--- config.mk ---
export PLATFORM = sky130hd
export DESIGN_NAME = reg_updown_counter
export DESIGN_NICKNAME = d
export VERILOG_FILES = /design/src/rtl/reg_updown_counter_pkg.sv /design/src/rtl/reg_updown_counter_reg.sv /design/src/rtl/reg_updown_counter.sv
export SDC_FILE = /design/constraint.sdc
export NUM_CORES = 1
export LEC_CHECK = 0
export BUFFER_PORTS_ARGS = -buffer_cell sky130_fd_sc_hd__buf_4
export CORE_MARGIN = 1
export CORE_UTILIZATION = 25
export CTS_BUF_LIST = sky130_fd_sc_hd__clkbuf_16
export DETAILED_ROUTE_END_ITERATION = 12
export PLACE_DENSITY_LB_ADDON = 0.05
export RECOVER_POWER = 25
export SKIP_CTS_REPAIR_TIMING = 1
export SYNTH_ARGS = -nofsm -noshare
export SYNTH_HDL_FRONTEND = slang
export SYNTH_SLANG_ARGS = --single-unit
--- constraint.sdc ---
create_clock -name clk -period 1.8 [get_ports clk]
set_input_delay 0.18 -clock clk [delete_from_list [all_inputs] [get_ports clk]]
set_output_delay 0.18 -clock clk [all_outputs]
set_load 0.01 [all_outputs]
--- src/rtl/reg_updown_counter_pkg.sv ---
// ---------------------------------------------------------------------------
// reg_updown_counter_pkg
//   Shared types for the up/down counter slice.
//   op_e        : per-cycle operation selected by the counter's next-state logic
//   decode_op() : maps the raw Load/Inc/Dec request lines onto op_e, applying
//                 Load > Inc/Dec > hold priority. Inc and Dec together cancel
//                 out to a hold.
// ---------------------------------------------------------------------------
package reg_updown_counter_pkg;

    typedef enum logic [1:0] {
        OP_HOLD = 2'd0,
        OP_LOAD = 2'd1,
        OP_INC  = 2'd2,
        OP_DEC  = 2'd3
    } op_e;

    function automatic op_e decode_op(input logic load, input logic inc, input logic dec);
        op_e op;
        if (load) begin
            op = OP_LOAD;
        end else if (inc && !dec) begin
            op = OP_INC;
        end else if (dec && !inc) begin
            op = OP_DEC;
        end else begin
            op = OP_HOLD;
        end
        return op;
    endfunction

endpackage

--- src/rtl/reg_updown_counter_reg.sv ---
// ---------------------------------------------------------------------------
// reg_n
//   WIDTH-bit register with synchronous active-low reset and load enable.
//   Ports:
//     clk   : clock, rising edge
//     rst_n : synchronous active-low reset, clears q
//     en    : load enable, q takes d on the edge when high
//     d     : data in
//     q     : registered data out
// ---------------------------------------------------------------------------
module reg_n #(
    parameter int WIDTH = 4
) (
    input  logic             clk,
    input  logic             rst_n,
    input  logic             en,
    input  logic [WIDTH-1:0] d,
    output logic [WIDTH-1:0] q
);

    logic [WIDTH-1:0] q_reg;

    always_ff @(posedge clk) begin
        if (!rst_n) begin
            q_reg <= '0;
        end else if (en) begin
            q_reg <= d;
        end
    end

    assign q = q_reg;

endmodule

--- src/rtl/reg_updown_counter.sv ---
// ---------------------------------------------------------------------------
// reg_updown_counter
//   Modulo-MOD up/down counter with parallel load, wrap or saturate limits,
//   and one-cycle Carry/Borrow pulses.
//   Parameters:
//     WIDTH    : count width in bits (1..32)
//     modulus parameter (2..2**WIDTH); count range is 0..MOD-1
//     SATURATE : 0 = wrap at the limits, 1 = hold at the limits
//   Ports:
//     clk    : clock, rising edge
//     rst_n  : synchronous active-low reset (OUT=0, Carry=Borrow=0)
//     Load   : load IN (clamped to MOD-1), highest priority after reset
//     IN     : parallel load value
//     Inc    : count up request
//     Dec    : count down request (Inc and Dec together hold)
//     OUT    : registered count
//     Carry  : registered one-cycle pulse on up-overflow
//     Borrow : registered one-cycle pulse on down-underflow
//     Zero   : high when OUT == 0, decoded from the count register only
// ---------------------------------------------------------------------------
module reg_updown_counter
    import reg_updown_counter_pkg::*;
#(
    parameter int                WIDTH    = 4,
    parameter longint unsigned   MOD      = 10,
    parameter bit                SATURATE = 1'b0
) (
    input  logic             clk,
    input  logic             rst_n,
    input  logic             Load,
    input  logic [WIDTH-1:0] IN,
    input  logic             Inc,
    input  logic             Dec,
    output logic [WIDTH-1:0] OUT,
    output logic             Carry,
    output logic             Borrow,
    output logic             Zero
);

    generate
        if (WIDTH < 1 || WIDTH > 32) begin : g_bad_width
            $error("reg_updown_counter: WIDTH must be in 1..32");
        end
        if (MOD < 2 || MOD > (64'd1 << WIDTH)) begin : g_bad_mod
            $error("reg_updown_counter: MOD must be in 2..2**WIDTH");
        end
    endgenerate

    // Upper count limit, also the clamp value for oversized loads. Computed in
    // 64 bits before truncation so MOD == 2**WIDTH yields all-ones cleanly.
    localparam logic [WIDTH-1:0] LIMIT = WIDTH'(MOD - 64'd1);

    op_e              op;
    logic [WIDTH-1:0] count_next;
    logic             count_en;
    logic             carry_reg,  carry_next;
    logic             borrow_reg, borrow_next;
    logic             in_over;
    logic             at_limit;
    logic             at_zero;

    // Widen IN so the comparison holds even when MOD == 2**WIDTH.
    assign in_over  = (64'(IN) >= MOD);
    assign at_limit = (OUT == LIMIT);
    assign at_zero  = (OUT == '0);

    always_comb begin
        op          = decode_op(Load, Inc, Dec);
        count_next  = OUT;
        count_en    = 1'b0;
        carry_next  = 1'b0;
        borrow_next = 1'b0;
        case (op)
            OP_LOAD: begin
                count_en   = 1'b1;
                count_next = in_over ? LIMIT : IN;
            end
            OP_INC: begin
                count_en = 1'b1;
                if (at_limit) begin
                    carry_next = 1'b1;
                    count_next = SATURATE ? LIMIT : '0;
                end else begin
                    count_next = OUT + 1'b1;
                end
            end
            OP_DEC: begin
                count_en = 1'b1;
                if (at_zero) begin
                    borrow_next = 1'b1;
                    count_next  = SATURATE ? '0 : LIMIT;
                end else begin
                    count_next = OUT - 1'b1;
                end
            end
            default: begin
                count_en = 1'b0;
            end
        endcase
    end

    reg_n #(
        .WIDTH (WIDTH)
    ) u_count_reg (
        .clk   (clk),
        .rst_n (rst_n),
        .en    (count_en),
        .d     (count_next),
        .q     (OUT)
    );

    // Only one of OP_INC/OP_DEC can be active, so the pulses are exclusive.
    always_ff @(posedge clk) begin
        if (!rst_n) begin
            carry_reg  <= 1'b0;
            borrow_reg <= 1'b0;
        end else begin
            carry_reg  <= carry_next;
            borrow_reg <= borrow_next;
        end
    end

    assign Carry  = carry_reg;
    assign Borrow = borrow_reg;
    assign Zero   = at_zero;

endmodule

# After elaboration in Yosys (flattened, before gate mapping)
# Cells that the tools add are included.
[word_totals] wordCells=30 mem_bits_rw=0 register_bits=6 output_inout_bits=7 mem_bits_ro=0 memories=0 latch_bits=0
[classes] n_eq_ne=4 add_sub_neg=2 n_mux=10 div_mod_pow=0 n_lt_le_gt_ge=1 shift=0 reduce_logical=10 mul=0 bitwise_logic=0
[op_table] cell="2-to-1 mux 4 bit" n=3
[op_table] cell="one-hot mux 4 bit (3 select lines)" n=1
[op_table] cell="2-to-1 mux 2 bit" n=3
[op_table] cell="AND reduction 2 bit" n=3
[op_table] cell="adder 4 x 1 -> 4 bit, second input constant" n=1
[op_table] cell="== test 2 bit, second input constant" n=2
[op_table] cell="== test 4 bit, second input constant" n=1
[op_table] cell=">= comparator 4 bit, second input constant" n=1
[op_table] cell="logical NOT 4 bit" n=1
[op_table] cell="subtractor 4 x 1 -> 4 bit, second input constant" n=1
[op_table] cell="2-to-1 mux 1 bit" n=3
[op_table] cell="nonzero test 3 bit" n=1
[op_table] cell="OR reduction 3 bit" n=1
[op_table] cell="== test 2 x 1 -> 1 bit, second input constant" n=1
[op_table] cell="logical AND 1 bit" n=2
[op_table] cell="logical NOT 1 bit" n=2

# Depth between registers and ports, before layout
# Gate-level depths: netlist (run 1).
[logic_depth] ltp_word=9 mapped_depth=7 depth_no_buf=7

# Cells and area by module
# From an unflattened synthesis (run 1), not the netlist that was laid out.
[unflattened] hier_cells=65 hier_area_um2=531.8
[modules_own_cells] mod="reg_updown_counter" cells_each=52 seq_area_each_um2=40.0 area_per_inst_um2=375.4 instances=1
[modules_own_cells] mod="reg_n" cells_each=13 seq_area_each_um2=80.1 area_per_inst_um2=156.4 instances=1

# Worst setup path before layout (run 1)
# Ideal clock, no wire load.
[synth_path] path_kind="register -> register" startpoint="register u_count_reg.q_reg[0] (netlist: u_count_reg.q[0])" endpoint="register u_count_reg.q_reg[0] (netlist: u_count_reg.q[0])" path_slack_ps=208 path_buffers=0 stages_incl_launch_ff=8 setup_ps=58 t_required_ps=1742 arrival_time_ps=1534 synth_period_minus_slack_ps=1592 cell_sequence="dfxtp_1 -> inv_1 -> ha_1 -> or3b_4 -> inv_2 -> nand3b_1 -> a21oi_1 -> o221a_2"
[synth_between] elab_chain_len=3
[synth_rtl] element="from (decl)" line_no="reg_updown_counter_reg.sv:21" rtl="logic [WIDTH-1:0] q_reg;"
[synth_rtl] element="from (signal assigned)" line_no="reg_updown_counter_reg.sv:25" rtl="q_reg <= '0;"
[synth_rtl] element="from (signal assigned)" line_no="reg_updown_counter_reg.sv:27" rtl="q_reg <= d;"
[synth_rtl] element="logical NOT 4 bit" line_no="reg_updown_counter.sv:65" rtl="assign at_zero = (OUT == '0);"
[synth_rtl] element="named net Zero" line_no="reg_updown_counter.sv:37" rtl="output logic Zero"
[synth_rtl] element="2-to-1 mux 4 bit" line_no="reg_updown_counter.sv:89" rtl="if (at_zero) begin"
[synth_rtl] element="one-hot mux 4 bit (3 select lines)" line_no="reg_updown_counter.sv:73" rtl="case (op)"
# The timed path passes the listed nets, and every way through them passes these cells.
# A chain may end at the register's enable or synchronous reset.

# Worst setup path after layout (run 1)
[layout_path] startpoint="register u_count_reg.q_reg[0] (netlist: u_count_reg.q[0])" endpoint="output port Zero"
[layout_between] elab_chain_len=1
[layout_rtl] element="logical NOT 4 bit" line_no="reg_updown_counter.sv:65"
[layout_rtl] element="to (decl)" line_no="reg_updown_counter.sv:37"
# No other way between the ends.

==> results of run 1 <==
[cells in the final DEF, fill, tap and decap left out, drive strengths merged]
cell type and instances:
buf 19, nor2 4, a211oi 1, inv 6, nor3 1, o41ai 1
nand3 4, o21ai 3, or3b 1, nand3b 3, clkbuf 6, o21a 2
xnor2 1, a211o 1, xor2 1, nor3b 1, nand2b 3, ha 5
a311oi 2, dfxtp 6, nand2 3, a21oi 5, and3 1, o211ai 3
a31oi 1, o221a 2
[kinds of logic after synthesis]
family                     count (synthesis)  synth area share
AOI/OAI and AO/OA                         21            0.2909
DFF                                        6            0.2347
and+or+nand+nor                           21            0.2518
buffers and inverters                      7           0.06601
xor gates and xnor gates                   2           0.03424
adders and majority gates                  5            0.1222
[path summary, 6_finish.rpt]
| path | start | end | cells past startpoint |
|---|---|---|---|
| setup / recovery | u_count_reg.q[0] | Zero | 5 |
| hold / removal | rst_n | Carry | 3 |
| setup reg to reg | u_count_reg.q[0] | u_count_reg.q[0] | 7 |
| hold reg to reg | u_count_reg.q[0] | u_count_reg.q[0] | 2 |
[per-layer routing]
metal  GRT usage  wire length [um]  vias up
li1            -                 -      281
met1      0.1787               682      243
met2      0.2356               601       14
met3     0.05769                63        4
met4     0.08571                33        0
met5           0                 0        -
[worst min-delay path: cells and delay by family]
family,cells,cell delay [ns]
and+or+nand+nor,2,0.10
buffers and inverters,1,0.14
[layout make-up]
type	instances	area share
Tap cell	27	0.04426
Inverter	6	0.02951
Clock buffer	3	0.09836
Timing Repair Buffer	22	0.2016
Multi-Input combinational cell	49	0.4689
Sequential cell	6	0.1574
[metrics by stage]
step | hold slack, ns | instances | setup slack [ns] | total power [mW] | util
after global placement | 0.4645 | 110 | 0.1737 | 0.3460 | 0.3602
final | 0.2345 | 113 | 0.1989 | 0.6995 | 0.3930
after global routing | 0.2535 | 113 | 0.1104 | 0.7352 | 0.3930
after floorplan | 0.2938 | 62 | 0.2081 | 0.2645 | -
after detailed placement | 0.4696 | 110 | 0.2079 | 0.3427 | 0.3602
after CTS | 0.2322 | 113 | 0.2084 | 0.7075 | 0.3988
[report_power, final]
group / switching, mW / leakage [nW] / internal [mW] / total [mW]
Clock: 0.0759 / 0.0370 / 0.285 / 0.361
Combinational: 0.0891 / 0.242 / 0.0911 / 0.180
Sequential: 0.0145 / 0.0494 / 0.144 / 0.158
Total: 0.180 / 0.329 / 0.520 / 0.699
==> results.ini, run 1 <==
[run_status]
status = finished clean

[run]
cap_violations = 0

[logic_synthesis]
synth-edff-count = 0
synth_cells = 62
synth-seq-cells = 6
yosysTopAreaCell = dfxtp_1
syn-num-nets = 76
yosysMostFrequentCell = dfxtp_1
synth_commonest_cells = dfxtp_1 (6), a21oi_1 (5), ha_1 (5), inv_1 (5)
async_flop_share = 0
ys_seq_area_frac = 0.2347
synth_top_area_share = 0.2347
yosys_most_used_dff = dfxtp_1
synth_cell_types = 27
ys_warn_count = 0
syn_area_um2 = 511.7
syn_avg_cell_area_um2 = 8.254
synth_area_leaders = dfxtp_1 (23%), ha_1 (12%), a21oi_1 (4.9%), nand3b_1 (4.4%), o211ai_1 (4.4%)

[setup_path]
crit_chain = inv_1 -> ha_1 -> or3b_4 -> inv_2 -> buf_4
cpPeakStageDelay_ns = 0.40
r2r_slack_ns = 0.22
cp.required_ns = 1.62
arrival_ns = 1.42
critPathLaunchType = flip-flop
cp_max_fo = 4
cp_slowest_cell = or3b_4
cp-end-kind = output pin
critPathBufInv = 3
path_class = flip-flop to output pin
critPathTopFamily = simple AND/OR/NAND/NOR gates

[global_routing]
grt_start_max_net_pins = 11
grt_pass1_wl_um = 2249
grt_pass1_vias = 509
antenna_found_initial = 0
grt-ovfl-total = 0
grt.total_usage = 0.1521

[route]
viasPerCell = 4.796
vias = 542
drc = 0
drt-initial-drc-count = 8
dr.pass1.iters = 5
drt.antenna.violating_nets = 0
wl_um = 1380
wl_per_cell_um = 12.21

[sta]
report.final.slew_viol_count = 0
fin_crit_ns = 1.601
tightest_slew_ns = 0.3926
period_share = 0.8895
slew_headroom = 0.7379
hold_violations = 0
rsz0062_at_grt = no
finalSetupViolCount = 0
max_freq_ghz = 0.6246
fin_tns_setup_ns = 0
fin_skew_ns = 0.003435

[die]
rows = 16
ioPinCount = 16
dieHeight_um = 47.25
die_area_um2 = 2232
core_area_um2 = 1942
die_w_um = 47.25
initial_core_util = 0.2635

[finish]
fillCellCount = 219
syn_to_final_growth_pct = 49.14
fin_nets = 102
multi_input_area_um2 = 357.8
diodes = 0
largest_reg_flops = 4
fin_area_um2 = 763.2
regArea_um2 = 120.1
drive_above_1_share = 0.3023

[placed_design]
io_buffers = 15
hpwl_um = 1099
place.gp.congestion = 0.7787
dpl_cell_area_um2 = 699.4

[clock_tree]
cts_num_sinks = 6
cts_buffers = 3
cts_buffer_depth = 2
h-tree-depth = 1
clk_pin_slew_ns = 0.03
clk_latency_ns = 0.23
cts-root-buf = clkbuf_16
cts_tree = built

[power]
ir_worst_vdd_uv = 402.9
leakage_nw = 0.3287
power.density_nw_per_um2 = 916.5

[worst_hold_path]
hold_class = input port to flip-flop

Note: power is estimated with default switching activity, not from simulation.
==> run 2: changes to the inputs <==
--- a/config.mk
+++ b/config.mk
@@ -5,14 +5,17 @@
 export SDC_FILE = /design/constraint.sdc
 export NUM_CORES = 1
 export LEC_CHECK = 0
+export ABC_CLOCK_PERIOD_IN_PS = 1800
 export BUFFER_PORTS_ARGS = -buffer_cell sky130_fd_sc_hd__buf_4
 export CORE_MARGIN = 1
 export CORE_UTILIZATION = 25
 export CTS_BUF_LIST = sky130_fd_sc_hd__clkbuf_16
 export DETAILED_ROUTE_END_ITERATION = 12
+export GPL_ROUTABILITY_DRIVEN = 0
 export PLACE_DENSITY_LB_ADDON = 0.05
 export RECOVER_POWER = 25
 export SKIP_CTS_REPAIR_TIMING = 1
 export SYNTH_ARGS = -nofsm -noshare
 export SYNTH_HDL_FRONTEND = slang
+export SYNTH_HIERARCHICAL = 1
 export SYNTH_SLANG_ARGS = --single-unit
==> run 2 against run 1 <==
Effect of this change:
- maximum frequency decreased by 7.9%
- register-to-register slack got worse by 0.16 ns
- count of clock-buffer cells in the layout unchanged
- synthesized cell count increased by 4.8%
- hold slack got worse by 0.023 ns
- via count increased by 0.37%
- critical path depth increased by 2
- critical path type is now flip-flop to flip-flop
- largest cell class unchanged
==> results.ini, run 2 <==
[run_status]
status = finished clean

[route]
drt-initial-drc-count = 10
viasPerCell = 4.650
wl_um = 1408
vias = 544
drc = 0
drt.antenna.violating_nets = 0
dr.pass1.iters = 4
wl_per_cell_um = 12.03

[setup_path]
cpPeakStageDelay_ns = 0.53
critPathTopFamily = simple AND/OR/NAND/NOR gates
cp_max_fo = 9
cp_slowest_cell = or4b_4
crit_path_start = u_count_reg/q[0]
arrival_ns = 1.85
cp.required_ns = 1.92
cp-end-kind = flip-flop
r2r_start = u_count_reg/q[0]
critPathBufInv = 1
path_class = flip-flop to flip-flop
crit_chain = buf_4 -> or4b_4 -> o2111ai_2 -> a21oi_1 -> o22a_1 -> mux2i_1 -> nor2b_1
critPathLaunchType = flip-flop

[clock_tree]
cts_buffers = 3
h-tree-depth = 1
cts-root-buf = clkbuf_16
cts_tree = built
clk_latency_ns = 0.23
cts_buffer_depth = 2
cts_num_sinks = 6
clk_pin_slew_ns = 0.03

[global_routing]
grt_pass1_vias = 481
grt_pass1_wl_um = 2201
grt.total_usage = 0.1424
grt-ovfl-total = 0
grt_start_max_net_pins = 10
antenna_found_initial = 0

[finish]
largest_reg_flops = 4
fillCellCount = 223
syn_to_final_growth_pct = 56.47
fin_nets = 106
final_cell_mix = buf_4 (22), dfxtp_1 (5), nor2b_1 (5)
mostFrequentLayoutCell = buf_4
drive_above_1_share = 0.4111
diodes = 0
multi_input_area_um2 = 402.9
regArea_um2 = 121.4

[logic_synthesis]
synth_cells = 65
synth-edff-count = 0
synth_cell_types = 33
synth_top_area_share = 0.2259
yosysTopAreaCell = dfxtp_1
syn_avg_cell_area_um2 = 8.181
ys_seq_area_frac = 0.2259
async_flop_share = 0
synth_area_leaders = dfxtp_1 (23%), ha_1 (12%), mux2i_1 (7.5%), nor2b_1 (5.9%), inv_1 (4.2%)
yosys_most_used_dff = dfxtp_1
syn-num-nets = 79
synth_commonest_cells = dfxtp_1 (6), inv_1 (6), ha_1 (5), nor2b_1 (5)
synth-seq-cells = 6
syn_area_um2 = 531.8
ys_warn_count = 6

[sta]
slew_headroom = 0.8303
rsz0062_at_grt = no
finalSetupViolCount = 0
max_freq_ghz = 0.5749
period_share = 0.9663
hold_violations = 0
fin_crit_ns = 1.739
fin_tns_setup_ns = 0
report.final.slew_viol_count = 0
fin_skew_ns = 0.001085
tightest_slew_ns = 0.2536

[worst_hold_path]
worst_hold_startpoint = rst_n
hold_class = input port to flip-flop

[die]
rows = 16
die_w_um = 48.12
dieHeight_um = 48.12
initial_core_util = 0.2683
die_area_um2 = 2316
ioPinCount = 16
core_area_um2 = 1982

[placed_design]
hpwl_um = 1083
io_buffers = 15

[power]
ir_worst_vdd_uv = 289.4
leakage_nw = 0.3849
power.total_mw = 0.7245
power.density_nw_per_um2 = 870.8

[run]
cap_violations = 0

[run 2: cell type report]
type                       count  area share
timing repair buffer          24      0.2075
multi-input combinational     50      0.4842
inverter                       7     0.03158
tap                           27     0.04060
sequential                     6      0.1459
clock buffer                   3     0.09023
[run 2: final timing paths]
check        cells past startpoint               end  slack [ns]
min reg2reg                      2             Carry        0.65
min                              2  u_count_reg/q[3]        0.21
max reg2reg                      7  u_count_reg/q[3]        0.06
max                              7  u_count_reg/q[3]        0.06
[run 2: through the flow]
step,utilization,setup WS (ns),instances,hold slack [ns],cell area (um2)
finish,0.4198,0.06063,117,0.2111,832.0
floorplan,-,0.02028,65,0.3080,533.0
global placement,0.3693,0.07278,114,0.4470,732.0
CTS,0.4072,0.04381,117,0.2098,807.0
detailed placement,0.3693,0.05430,114,0.4439,732.0
global route,0.4198,0.003945,117,0.2312,832.0
[run 2: where the power goes]
| group | total [mW] | switching [mW] | internal, mW |
|---|---|---|---|
| Clock | 0.354 | 0.0695 | 0.285 |
| Combinational | 0.216 | 0.101 | 0.116 |
| Sequential | 0.154 | 0.0102 | 0.144 |
| Total | 0.725 | 0.181 | 0.544 |
[run 2: cell families (layout without fill, tap and decap cells)]
| kind of cell | count (synthesis) | count (layout) | synth area share |
|---|---|---|---|
| XOR/XNOR | 2 | 2 | 0.03295 |
| AO/OA/AOI/OAI | 16 | 16 | 0.2118 |
| multiplexers | 4 | 4 | 0.07530 |
| buffers and inverters | 9 | 34 | 0.07763 |
| adder cells (fa/ha/maj) | 5 | 5 | 0.1176 |
| AND/OR/NAND/NOR | 23 | 23 | 0.2588 |
| flip-flops | 6 | 6 | 0.2259 |
[run 2: layer usage]
layer / up-vias / track usage / part of all wire / wire length [um]
met4: 0 / 0.1000 / 0.015 / 21
met5: - / 0 / 0 / 0
met1: 247 / 0.1987 / 0.51 / 714
met3: 2 / 0.02222 / 0.040 / 56
li1: 280 / - / - / -
met2: 15 / 0.1973 / 0.44 / 616
==> run 3: changes to the inputs <==
--- a/config.mk
+++ b/config.mk
@@ -5,6 +5,7 @@
 export SDC_FILE = /design/constraint.sdc
 export NUM_CORES = 1
 export LEC_CHECK = 0
+export ABC_AREA = 1
 export ABC_CLOCK_PERIOD_IN_PS = 1800
 export BUFFER_PORTS_ARGS = -buffer_cell sky130_fd_sc_hd__buf_4
 export CORE_MARGIN = 1
==> run 3 against run 2 <==
Effect of this change:
- count of clock-buffer cells in the layout unchanged
- synthesized area is 5.4% higher
- clock power barely moved
- clock skew hardly changed
- final area decreased by 8.3%
- critical path depth grew 2
- setup slack better by 0.24 ns
- utilization down 4.6 points
- cell count is 16% higher
- synthesized cell count is 40% higher
- first-iteration DRC count decreased by 30%
- register-to-register slack better by 0.24 ns
- critical path type unchanged
==> results.ini, run 3 <==
[run_status]
status = finished clean

[global_routing]
grt.total_usage = 0.1286
grt_start_max_net_pins = 11
grt_pass1_wl_um = 2394
antenna_found_initial = 0
grt_pass1_vias = 528
grt-ovfl-total = 0

[placed_design]
io_buffers = 15
hpwl_um = 1135
dpl_cell_area_um2 = 699.4
place_ws_ns = 0.2605

[die]
die_w_um = 49.35
rows = 16
initial_core_util = 0.2745
ioPinCount = 16
die_area_um2 = 2435
core_area_um2 = 2042
dieHeight_um = 49.35

[logic_synthesis]
yosys_most_used_dff = dfxtp_1
synth_top_area_share = 0.2143
synth_cell_types = 17
ys_seq_area_frac = 0.2143
syn_avg_cell_area_um2 = 6.160
yosysTopAreaCell = dfxtp_1
yosysMostFrequentCell = nand2_1
synth-edff-count = 0
synth_commonest_cells = nand2_1 (25), nor2_1 (15), inv_1 (14), nand3_1 (7)
syn_area_um2 = 560.5
async_flop_share = 0
synth_area_leaders = dfxtp_1 (21%), nand2_1 (17%), ha_1 (11%), nor2_1 (10%), inv_1 (9.4%)
synth_cells = 91
synth-seq-cells = 6
ys_warn_count = 6
syn-num-nets = 105

[sta]
finalWorstSetupSlack_ns = 0.3030
slew_headroom = 0.7217
rsz0062_at_grt = no
hold_violations = 0
report.final.slew_viol_count = 0
max_freq_ghz = 0.6680
fin_crit_ns = 1.497
fin_tns_setup_ns = 0
fin_skew_ns = 0.001028
tightest_slew_ns = 0.4169
period_share = 0.8316
finalSetupViolCount = 0

[route]
dr.pass1.iters = 4
wl_per_cell_um = 10.35
vias = 602
drt-initial-drc-count = 7
drt.antenna.violating_nets = 0
viasPerCell = 4.426
wl_um = 1407
drc = 0

[finish]
largest_reg_flops = 4
final_cell_mix = nand2_1 (25), nor2_1 (15), inv_1 (14), buf_4 (14), nand3_1 (7)
fin_nets = 125
drive_above_1_share = 0.2110
mostFrequentLayoutCell = nand2_1
fin_area_um2 = 763.2
diodes = 0
syn_to_final_growth_pct = 36.16

[clock_tree]
cts_buffers = 3
clk_latency_ns = 0.22
h-tree-depth = 1
cts-root-buf = clkbuf_16
clk_pin_slew_ns = 0.03
cts_tree = built
cts_buffer_depth = 2
cts_num_sinks = 6

[power]
ir_worst_vdd_uv = 743.1
leakage_nw = 0.3943
power.density_nw_per_um2 = 921.4

[setup_path]
cp.required_ns = 1.92
cp-end-kind = flip-flop
arrival_ns = 1.61
critPathLaunchType = flip-flop
r2r_slack_ns = 0.30
cp_max_fo = 6
path_class = flip-flop to flip-flop

[run]
cap_violations = 0

[worst_hold_path]
hold_class = input port to flip-flop

-- run 3: stage by stage --
stage               std cells  power (mW)    util  hold WS (ns)
finish                    136      0.7032  0.3738        0.2171
CTS                       136      0.7156  0.3793        0.2161
floorplan                  91      0.2867       -        0.3004
global placement          133      0.3564  0.3425        0.4458
detailed placement        133      0.3543  0.3425        0.4496
global route              136      0.7485  0.3738        0.2273
-- run 3: logic make-up (layout without fill, tap and decap cells) --
| group | after synthesis | count (layout) | share of synthesized area |
|---|---|---|---|
| buffers and inverters | 17 | 35 | 0.1406 |
| DFF | 6 | 6 | 0.2143 |
| and+or+nand+nor | 59 | 59 | 0.4844 |
| xor gates and xnor gates | 2 | 2 | 0.03126 |
| AOI/OAI and AO/OA | 2 | 2 | 0.01784 |
| adders and majority gates | 5 | 5 | 0.1116 |
-- run 3: worst max-delay path: stages (launching register included) --
cell and delay, ns:
dfxtp_1 0.30, clkbuf_1 0.17, ha_1 0.24, or2_2 0.29, nand3_1 0.09, nand4_1 0.10, inv_1 0.06, nand2_1 0.04
nand2_1 0.06, nor2_1 0.03
-- run 3: path summary, 6_finish.rpt --
kind                         start                to  cells after the start
setup / recovery  u_count_reg/q[1]  u_count_reg/q[1]                      9
hold / removal               rst_n  u_count_reg/q[1]                      3
setup reg to reg  u_count_reg/q[1]  u_count_reg/q[1]                      9
hold reg to reg   u_count_reg/q[3]  u_count_reg/q[3]                      2
-- run 3: cell type report --
class | count | area, um2
clock buffers | 3 | 75.07
inverters | 15 | 56.30
flip-flops and latches | 6 | 120.1
well taps | 27 | 33.78
fillers | 250 | 1279
repair buffers | 17 | 116.4
multi-input cells | 68 | 361.6
-- run 3: report_power, final --
group	internal, mW	total [mW]	switching (mW)
Clock	0.285	0.354	0.0696
Sequential	0.144	0.160	0.0156
Combinational	0.0817	0.189	0.107
Total	0.511	0.703	0.193
-- run 3: metal layers --
metal,track usage,wire length [um]
met2,0.1895,649
met3,0.04673,51
met4,0.02941,0
met1,0.1757,706
met5,0,0
